## src/rtl/debug_unit.sv

```systemverilog
// Host-side debug controller for the MIPS pipeline: loads instruction memory from UART
// bytes, runs or single-steps the pipeline, and streams PC/cycle count/register file back.
module debug_unit #(
    parameter int LEN        = 32,
    parameter int NB         = $clog2(LEN),
    parameter int ADDR_W     = 8,
    parameter int MAX_CYCLES = 1024
) (
    input  logic              clk,
    input  logic              reset,
    input  logic [7:0]        rx_data,
    input  logic              rx_done,
    output logic [7:0]        tx_data,
    output logic              tx_start,
    input  logic              tx_done,
    output logic [ADDR_W-1:0] out_imem_addr,
    output logic [LEN-1:0]    out_imem_data,
    output logic              out_imem_wr,
    output logic              out_pipe_enable,
    output logic              out_pipe_reset,
    input  logic [LEN-1:0]    in_pc,
    input  logic              in_halt,
    output logic [NB-1:0]     out_reg_addr,
    input  logic [LEN-1:0]    in_reg_data
);
    localparam int FRAME_BYTES = 8 + 4 * (2 ** NB);
    localparam int IDX_W       = $clog2(FRAME_BYTES);

    typedef enum logic [2:0] {
        IDLE, LOAD, LOAD_WR, RUN, STEP_WAIT, STEP_EXEC, DUMP_SEND, DUMP_WAIT
    } state_t;

    state_t             state_q, ret_q;
    logic [LEN-1:0]     word_q, cnt_q, pc_cap_q;
    logic [1:0]         byte_cnt_q;
    logic [ADDR_W-1:0]  ptr_q;
    logic [IDX_W-1:0]   idx_q;
    logic [7:0]         tx_data_q;
    logic               tx_start_q, imem_wr_q, pipe_reset_q;
    logic [ADDR_W-1:0]  imem_addr_q;
    logic [LEN-1:0]     imem_data_q;

    logic [LEN-1:0]     word_d, cnt_d, frame_word;
    logic [IDX_W-1:0]   reg_off;
    logic [7:0]         frame_byte;

    assign word_d  = {word_q[LEN-9:0], rx_data};
    assign cnt_d   = cnt_q + 1'b1;
    assign reg_off = idx_q - IDX_W'(8);

    // Enable is combinational so a halt stops the pipeline in the very cycle it is seen;
    // the first RUN cycle carries the reset pulse and must not enable.
    assign out_pipe_enable = !in_halt &&
        ((state_q == RUN && !pipe_reset_q) || state_q == STEP_EXEC);

    assign out_reg_addr = (idx_q >= IDX_W'(8)) ? NB'(reg_off >> 2) : '0;

    always_comb begin
        frame_word = in_reg_data;
        if (idx_q == '0)
            frame_word = in_pc;
        else if (idx_q < IDX_W'(4))
            frame_word = pc_cap_q;
        else if (idx_q < IDX_W'(8))
            frame_word = cnt_q;
        case (idx_q[1:0])
            2'd0:    frame_byte = frame_word[31:24];
            2'd1:    frame_byte = frame_word[23:16];
            2'd2:    frame_byte = frame_word[15:8];
            default: frame_byte = frame_word[7:0];
        endcase
    end

    always_ff @(posedge clk) begin
        if (reset) begin
            state_q      <= IDLE;
            ret_q        <= IDLE;
            word_q       <= '0;
            cnt_q        <= '0;
            pc_cap_q     <= '0;
            byte_cnt_q   <= '0;
            ptr_q        <= '0;
            idx_q        <= '0;
            tx_data_q    <= '0;
            tx_start_q   <= 1'b0;
            imem_wr_q    <= 1'b0;
            imem_addr_q  <= '0;
            imem_data_q  <= '0;
            pipe_reset_q <= 1'b0;
        end else begin
            tx_start_q   <= 1'b0;
            imem_wr_q    <= 1'b0;
            pipe_reset_q <= 1'b0;
            case (state_q)
                IDLE: if (rx_done) begin
                    case (rx_data)
                        8'h4C: begin
                            ptr_q      <= '0;
                            byte_cnt_q <= '0;
                            state_q    <= LOAD;
                        end
                        8'h43: begin
                            pipe_reset_q <= 1'b1;
                            cnt_q        <= '0;
                            state_q      <= RUN;
                        end
                        8'h53: begin
                            pipe_reset_q <= 1'b1;
                            cnt_q        <= '0;
                            state_q      <= STEP_WAIT;
                        end
                        default: ;
                    endcase
                end
                LOAD: if (rx_done) begin
                    word_q     <= word_d;
                    byte_cnt_q <= byte_cnt_q + 1'b1;
                    if (byte_cnt_q == 2'd3) begin
                        imem_data_q <= word_d;
                        imem_addr_q <= ptr_q;
                        imem_wr_q   <= 1'b1;
                        state_q     <= LOAD_WR;
                    end
                end
                LOAD_WR: begin
                    ptr_q   <= ptr_q + 1'b1;
                    state_q <= (&imem_data_q) ? IDLE : LOAD;
                end
                RUN: if (!pipe_reset_q) begin
                    if (in_halt) begin
                        idx_q   <= '0;
                        ret_q   <= IDLE;
                        state_q <= DUMP_SEND;
                    end else begin
                        cnt_q <= cnt_d;
                        if (cnt_q == LEN'(MAX_CYCLES - 1)) begin
                            idx_q   <= '0;
                            ret_q   <= IDLE;
                            state_q <= DUMP_SEND;
                        end
                    end
                end
                STEP_WAIT: if (rx_done) begin
                    if (rx_data == 8'h4E)
                        state_q <= STEP_EXEC;
                    else if (rx_data == 8'h45)
                        state_q <= IDLE;
                end
                STEP_EXEC: begin
                    if (!in_halt)
                        cnt_q <= cnt_d;
                    idx_q   <= '0;
                    ret_q   <= STEP_WAIT;
                    state_q <= DUMP_SEND;
                end
                DUMP_SEND: begin
                    // PC is frozen for the rest of the frame from its first byte on.
                    if (idx_q == '0)
                        pc_cap_q <= in_pc;
                    tx_data_q  <= frame_byte;
                    tx_start_q <= 1'b1;
                    state_q    <= DUMP_WAIT;
                end
                DUMP_WAIT: if (tx_done) begin
                    if (idx_q == IDX_W'(FRAME_BYTES - 1)) begin
                        idx_q   <= '0;
                        state_q <= ret_q;
                    end else begin
                        idx_q   <= idx_q + 1'b1;
                        state_q <= DUMP_SEND;
                    end
                end
                default: state_q <= IDLE;
            endcase
        end
    end

    assign tx_data        = tx_data_q;
    assign tx_start       = tx_start_q;
    assign out_imem_addr  = imem_addr_q;
    assign out_imem_data  = imem_data_q;
    assign out_imem_wr    = imem_wr_q;
    assign out_pipe_reset = pipe_reset_q;
endmodule

```

## config.mk

```make
export PLATFORM = sky130hd
export DESIGN_NAME = debug_unit
export DESIGN_NICKNAME = d
export VERILOG_FILES = /design/src/rtl/debug_unit.sv
export SDC_FILE = /design/constraint.sdc
export NUM_CORES = 1
export LEC_CHECK = 0
export CAP_MARGIN = 20
export CORE_UTILIZATION = 45
export CTS_BUF_LIST = sky130_fd_sc_hd__clkbuf_4
export DETAILED_ROUTE_END_ITERATION = 7
export PLACE_DENSITY_LB_ADDON = 0.05
export RECOVER_POWER = 50
export SLEW_MARGIN = 20
export SYNTH_ARGS = -nofsm -noshare
export SYNTH_HDL_FRONTEND = slang
export SYNTH_SLANG_ARGS = --single-unit
```

## constraint.sdc

```tcl
create_clock -name clk -period 2.6 [get_ports clk]
set_input_delay 0.39 -clock clk [delete_from_list [all_inputs] [get_ports clk]]
set_output_delay 0.39 -clock clk [all_outputs]
set_load 0.03 [all_outputs]
```

# Yosys cells after proc, flatten, opt, wreduce, memory -nomap -nowiden

Cells that the tools add are included.

Output and inout bits: 57
Word-level logic and storage cells: 123
Flip-flop bits (word level): 163

Order comparisons: 3
Equal/unequal tests: 28
Add/subtract/negate cells: 5
Reductions and logical operators: 26
Multiplexer cells: 44
Bitwise operators: 3

Operator list:

| operator                                                   | number |
|---|---|
| two-way mux 32 bit                                         | 7 |
| case mux 32 bit (3 select lines)                           | 1 |
| two-way mux 8 bit                                          | 7 |
| case mux 8 bit (3 select lines)                            | 2 |
| two-way mux 3 bit                                          | 14 |
| == test 8 x 7 -> 1 bit, second input constant              | 5 |
| adder 32 x 1 -> 32 bit, second input constant              | 1 |
| == test 32 x 10 -> 1 bit, second input constant            | 1 |
| AND reduction 32 bit                                       | 1 |
| case mux 3 bit (8 select lines)                            | 1 |
| adder 8 x 1 -> 8 bit, second input constant                | 2 |
| case mux 8 bit (2 select lines)                            | 1 |
| != test 2 bit, second input constant                       | 7 |
| == test 3 bit, second input constant                       | 4 |
| AND reduction 4 bit                                        | 3 |
| case mux 3 bit (3 select lines)                            | 1 |
| AND reduction 3 bit                                        | 3 |
| AND reduction 9 bit                                        | 1 |
| == test 8 bit, second input constant                       | 1 |
| >= comparator 8 x 4 -> 1 bit, second input constant        | 1 |
| zero test 8 bit                                            | 1 |
| less-than comparator 8 x 3 -> 1 bit, second input constant | 1 |
| less-than comparator 8 x 4 -> 1 bit, second input constant | 1 |
| subtractor 7 x 4 -> 7 bit, second input constant           | 1 |
| other kinds (25)                                           | 41 |

# Logic depth before layout (Yosys ltp)

Depth after elaboration: 5
Mapped depth: 9

# Worst setup path after synthesis

OpenSTA, ideal clock, no wires.

Path kind: register -> register
Start: register idx_q[4]
End: register pc_cap_q[0]
Data required time: 2,468 ps
Cell stages (with the launch flop): 9
Arrival time: 1,854 ps
Path slack: 613 ps
Period minus slack after synthesis: 1,987 ps
Path buffers: 3
Cell sequence: dfxtp_1 -> buf_2 -> nor4_2 -> nand2_1 -> or4_1 -> clkbuf_1 -> clkbuf_1 -> nand2_1 -> a21oi_1

Longest elaborated chain between the ends: 2

RTL lines:

| what                          | RTL line | source |
|---|---|---|
| start: declaration            | 37       | `logic [IDX_W-1:0] idx_q;` |
| start signal: assignment      | 169      | `idx_q <= idx_q + 1'b1;` |
| zero test 8 bit               | 158      | `if (idx_q == '0)` |
| AND reduction 2 bit (no line) | -        |  |
| end signal: assignment        | 159      | `pc_cap_q <= in_pc;` |
| end: declaration              | 34       | `logic [LEN-1:0] word_q, cnt_q, pc_cap_q;` |

No other way between the ends.
A chain may end at the register's enable or synchronous reset.

# Worst setup path after layout

Start: register idx_q[4]
End: output port out_reg_addr[0]

Longest elaborated chain between the ends: 2

RTL lines:

| what                         | RTL line | source |
|---|---|---|
| >= comparator 8 x 4 -> 1 bit | 56       | `assign out_reg_addr = (idx_q >= IDX_W'(8)) ? NB'(reg_off >> 2) : '0;` |
| two-way mux 5 bit            | 56       |  |
| end: declaration             | 23       | `output logic [NB-1:0] out_reg_addr,` |

No other way between the ends.

==> out/qor.csv <==
stage,metric,value,unit
outcome,status,"complete, no violations",
drt,top_layer_used,met4,
job,drv_cap,0,
worst_setup_path,crit_path_max_fanout,10,
worst_setup_path,worstPathRequired,2210,ps
synthesis,synth-edff-count,0,
drt,vias,7295,
timing,worst_pin_slew,846,ps
final_layout,fin_nets,1172,
cts,post_cts_buffers,0,
drt,avgViaCountPerCell,5.55,
synthesis,yosysWarnings,0,
floorplanning,die-area,0.0168,mm2
synthesis,muxShareOfSynthArea,0.563,%
synthesis,synthesis.nets,1049,
global_routing,grt_pass1_wl,33.4,mm
synthesis,netlist_area,0.00734,mm2
synthesis,avgSynthCellArea,7.63,um2
timing,worst_slack,138,ps
cts,cts_tree,done,
synthesis,synth_area_leaders,"dfxtp_1 42%, nand2_1 12%, a21oi_1 8.9%",
floorplanning,coreArea,0.0159,mm2
cts,clock-sinks,153,
cts,cts_buffer_depth,2,
drt,drtIter0Drc,669,
floorplanning,die_width,130,um
floorplanning,die_y,130,um
drt,antenna_left,0,
synthesis,synth_most_common_cell,nand2_1,
timing,skew,17.2,ps
synthesis,yosys.area_share.simple,29.0,%
synthesis,synth_top_family_by_area,simple AND/OR/NAND/NOR gates,
pwr,ir_drop,0.000326,V
timing,setup_tns,0,ps
worst_setup_path,path_class,flop to primary output,
global_routing,grtUsageTotal,25.6,%
drt,wl_per_cell,15.9,um
synthesis,yosys.area_share.adder,1.71,%
floorplanning,fp-row-count,46,
global_routing,grt_max_degree,57,
cts,htree_levels,4,
drt,drc_errors,0,
min_path,holdCritPathClass,primary input to flop,
synthesis,synth_ff_type,dfxtp_1,
worst_setup_path,worst_setup_path_end_kind,primary output,
global_routing,antenna_found_initial,1,
timing,setup_viol,0,
worst_setup_path,cp-start-kind,flop,
timing,rsz0062_at_grt,yes,
placed_design,numPortBuffers,133,
drt,wl_met3,1.27,mm
cts,clockRootBuffer,clkbuf_4,
placed_design,dp.cells,1282,
timing,holdWs,313,ps
pwr,power.density,426,mW/mm2
synthesis,synth_top_area_cell,dfxtp_1,
placed_design,place_ws,159,ps
synthesis,netlist.area_leader.share,41.8,%
synthesis,ys_ff_latch,153,
final_layout,drive_gt1_share,7.38,%
drt,wirelength,20.9,mm
drt,wl_met1,10.3,mm
pwr,leakagePower,3.27,nW
timing,slew_headroom,43.6,%
synthesis,async_flop_share,0,%
cts,clkLatencyLatePin,560,ps
floorplanning,initial_core_util,46.2,%
final_layout,final_cells,1314,
worst_setup_path,worst-endpoint-arrival,2070,ps
timing,clock.fmax,406,MHz
timing,min_period_over_period,94.7,%
placed_design,placed_cell_area,0.00901,mm2
placed_design,hpwl,14.6,mm
synthesis,synth_xor_area_share,4.42,%
cts,clk_transition_reported_paths,130,ps
cts,postCtsHoldBufs,0,
timing,drv_slew,0,
pwr,fin_total_pwr,3.92,mW
global_routing,grt_pass1_vias,6406,
synthesis,ys_types,54,
placed_design,place.gp.congestion,0.868,
drt,dr_wl_met2,8.99,mm
timing,post-route-min-period,2460,ps
synthesis,synth_compound_area_share,18.0,%
drt,firstDrtPassIters,8,
cts,numCtsBuffers,17,
synthesis,synth_common_cells,"236 x nand2_1, 153 x dfxtp_1, 131 x a21oi_1",
final_layout,fillers,1596,
final_layout,fin_area,0.00920,mm2
final_layout,utilization,57.9,%
final_layout,synthToLayoutAreaGrowth,25.4,%
synthesis,synth_cells,962,
floorplanning,io_pins,134,
global_routing,grt_overflow,0,
synthesis,ys_seq_area_share,41.8,%
timing,hold_viol,0,
[worst max-delay path, stage by stage (launching register included)]
cell,delay (ps)
dfxtp_1,440
nor4_2,360
nand2_1,150
and2_1,200
dlygate4sd2_1,390
[kinds of logic (layout without fill, tap and decap cells)]
kind of cell    count (synthesis)  in the layout
mux                             4              4
other cells                     0              1
buf+inv                        83            218
compound gates                216            216
simple gates                  459            459
xor+xnor                       37             37
fa+ha+maj                      10             10
flops                         153            153
[report_power, final]
group,leakage [nW],internal (mW),switching (mW)
Clock,0.128,0.484,0.864
Combinational,1.91,0.129,0.0998
Sequential,1.23,2.34,0.00173
Total,3.27,2.96,0.965
[state kept, by name, summed over array words and instances, names as in the netlist, 8 cells and up]
signal,count
idx_q,8
tx_data,8
pc_cap_q,24
out_imem_data,32
ptr_q,8
word_q,24
out_imem_addr,8
cnt_q,32
[metal layers]
| metal | vias to the layer above | GRT usage, % |
|---|---|---|
| met3 | 23 | 4.58 |
| met4 | 0 | 8.28 |
| met1 | 3421 | 38.7 |
| met5 | - | 0 |
| li1 | 3610 | - |
| met2 | 241 | 36.2 |
[final timing paths]
kind                                              start                             end  slack, ps  depth (start not counted)
worst min-delay path                              reset       out_pipe_reset$_SDFF_PP0_        310                          2
worst min register to register  word_q[21]$_SDFFE_PP0P_  out_imem_data[29]$_SDFFE_PP0P_        460                          2
worst max-delay path              idx_q[4]$_SDFFE_PP0P_                 out_reg_addr[0]        140                          4
worst max register to register    idx_q[1]$_SDFFE_PP0P_         tx_data[1]$_SDFFE_PP0P_        250                          7
[what timing repair did]
action	in CTS	in global routing
resized for setup	8	1
pin swaps	0	0
endpoints found under the setup margin	4	2
gates cloned	0	0
endpoints found under the hold margin	0	0
[layout make-up]
type                       count  area, um2  share of cell area, %
timing repair buffer         173       1630                   17.7
sequential                   153       3070                   33.3
antenna                        1       2.50                 0.0272
multi-input combinational    726       3930                   42.7
clock buffer                  19        143                   1.55
inverter                      14       52.6                  0.571
tap                          216        270                   2.94
clock inverter                12        105                   1.14
[cell usage in the layout (no fill, tap or decap), drive strengths merged, types with 4 or more instances in the layout]
master / n
dlygate4sd2: 4
nand2b: 4
nor3: 14
inv: 14
dfxtp: 153
xor2: 27
dlygate4sd3: 13
a222oi: 16
nor2b: 5
clkbuf: 26
nor4: 10
nand4b: 9
xnor2: 10
a221oi: 16
nand2: 236
and4: 4
clkinvlp: 4
o21ai: 23
a31oi: 4
ha: 10
o41ai: 8
clkinv: 7
nand3: 24
nor2: 92
clkdlybuf4s50: 114
and3: 11
nand4: 27
nand3b: 5
nor3b: 4
buf: 34
a21oi: 133
or4: 4
No activity file was read; power rests on OpenSTA's default activity.
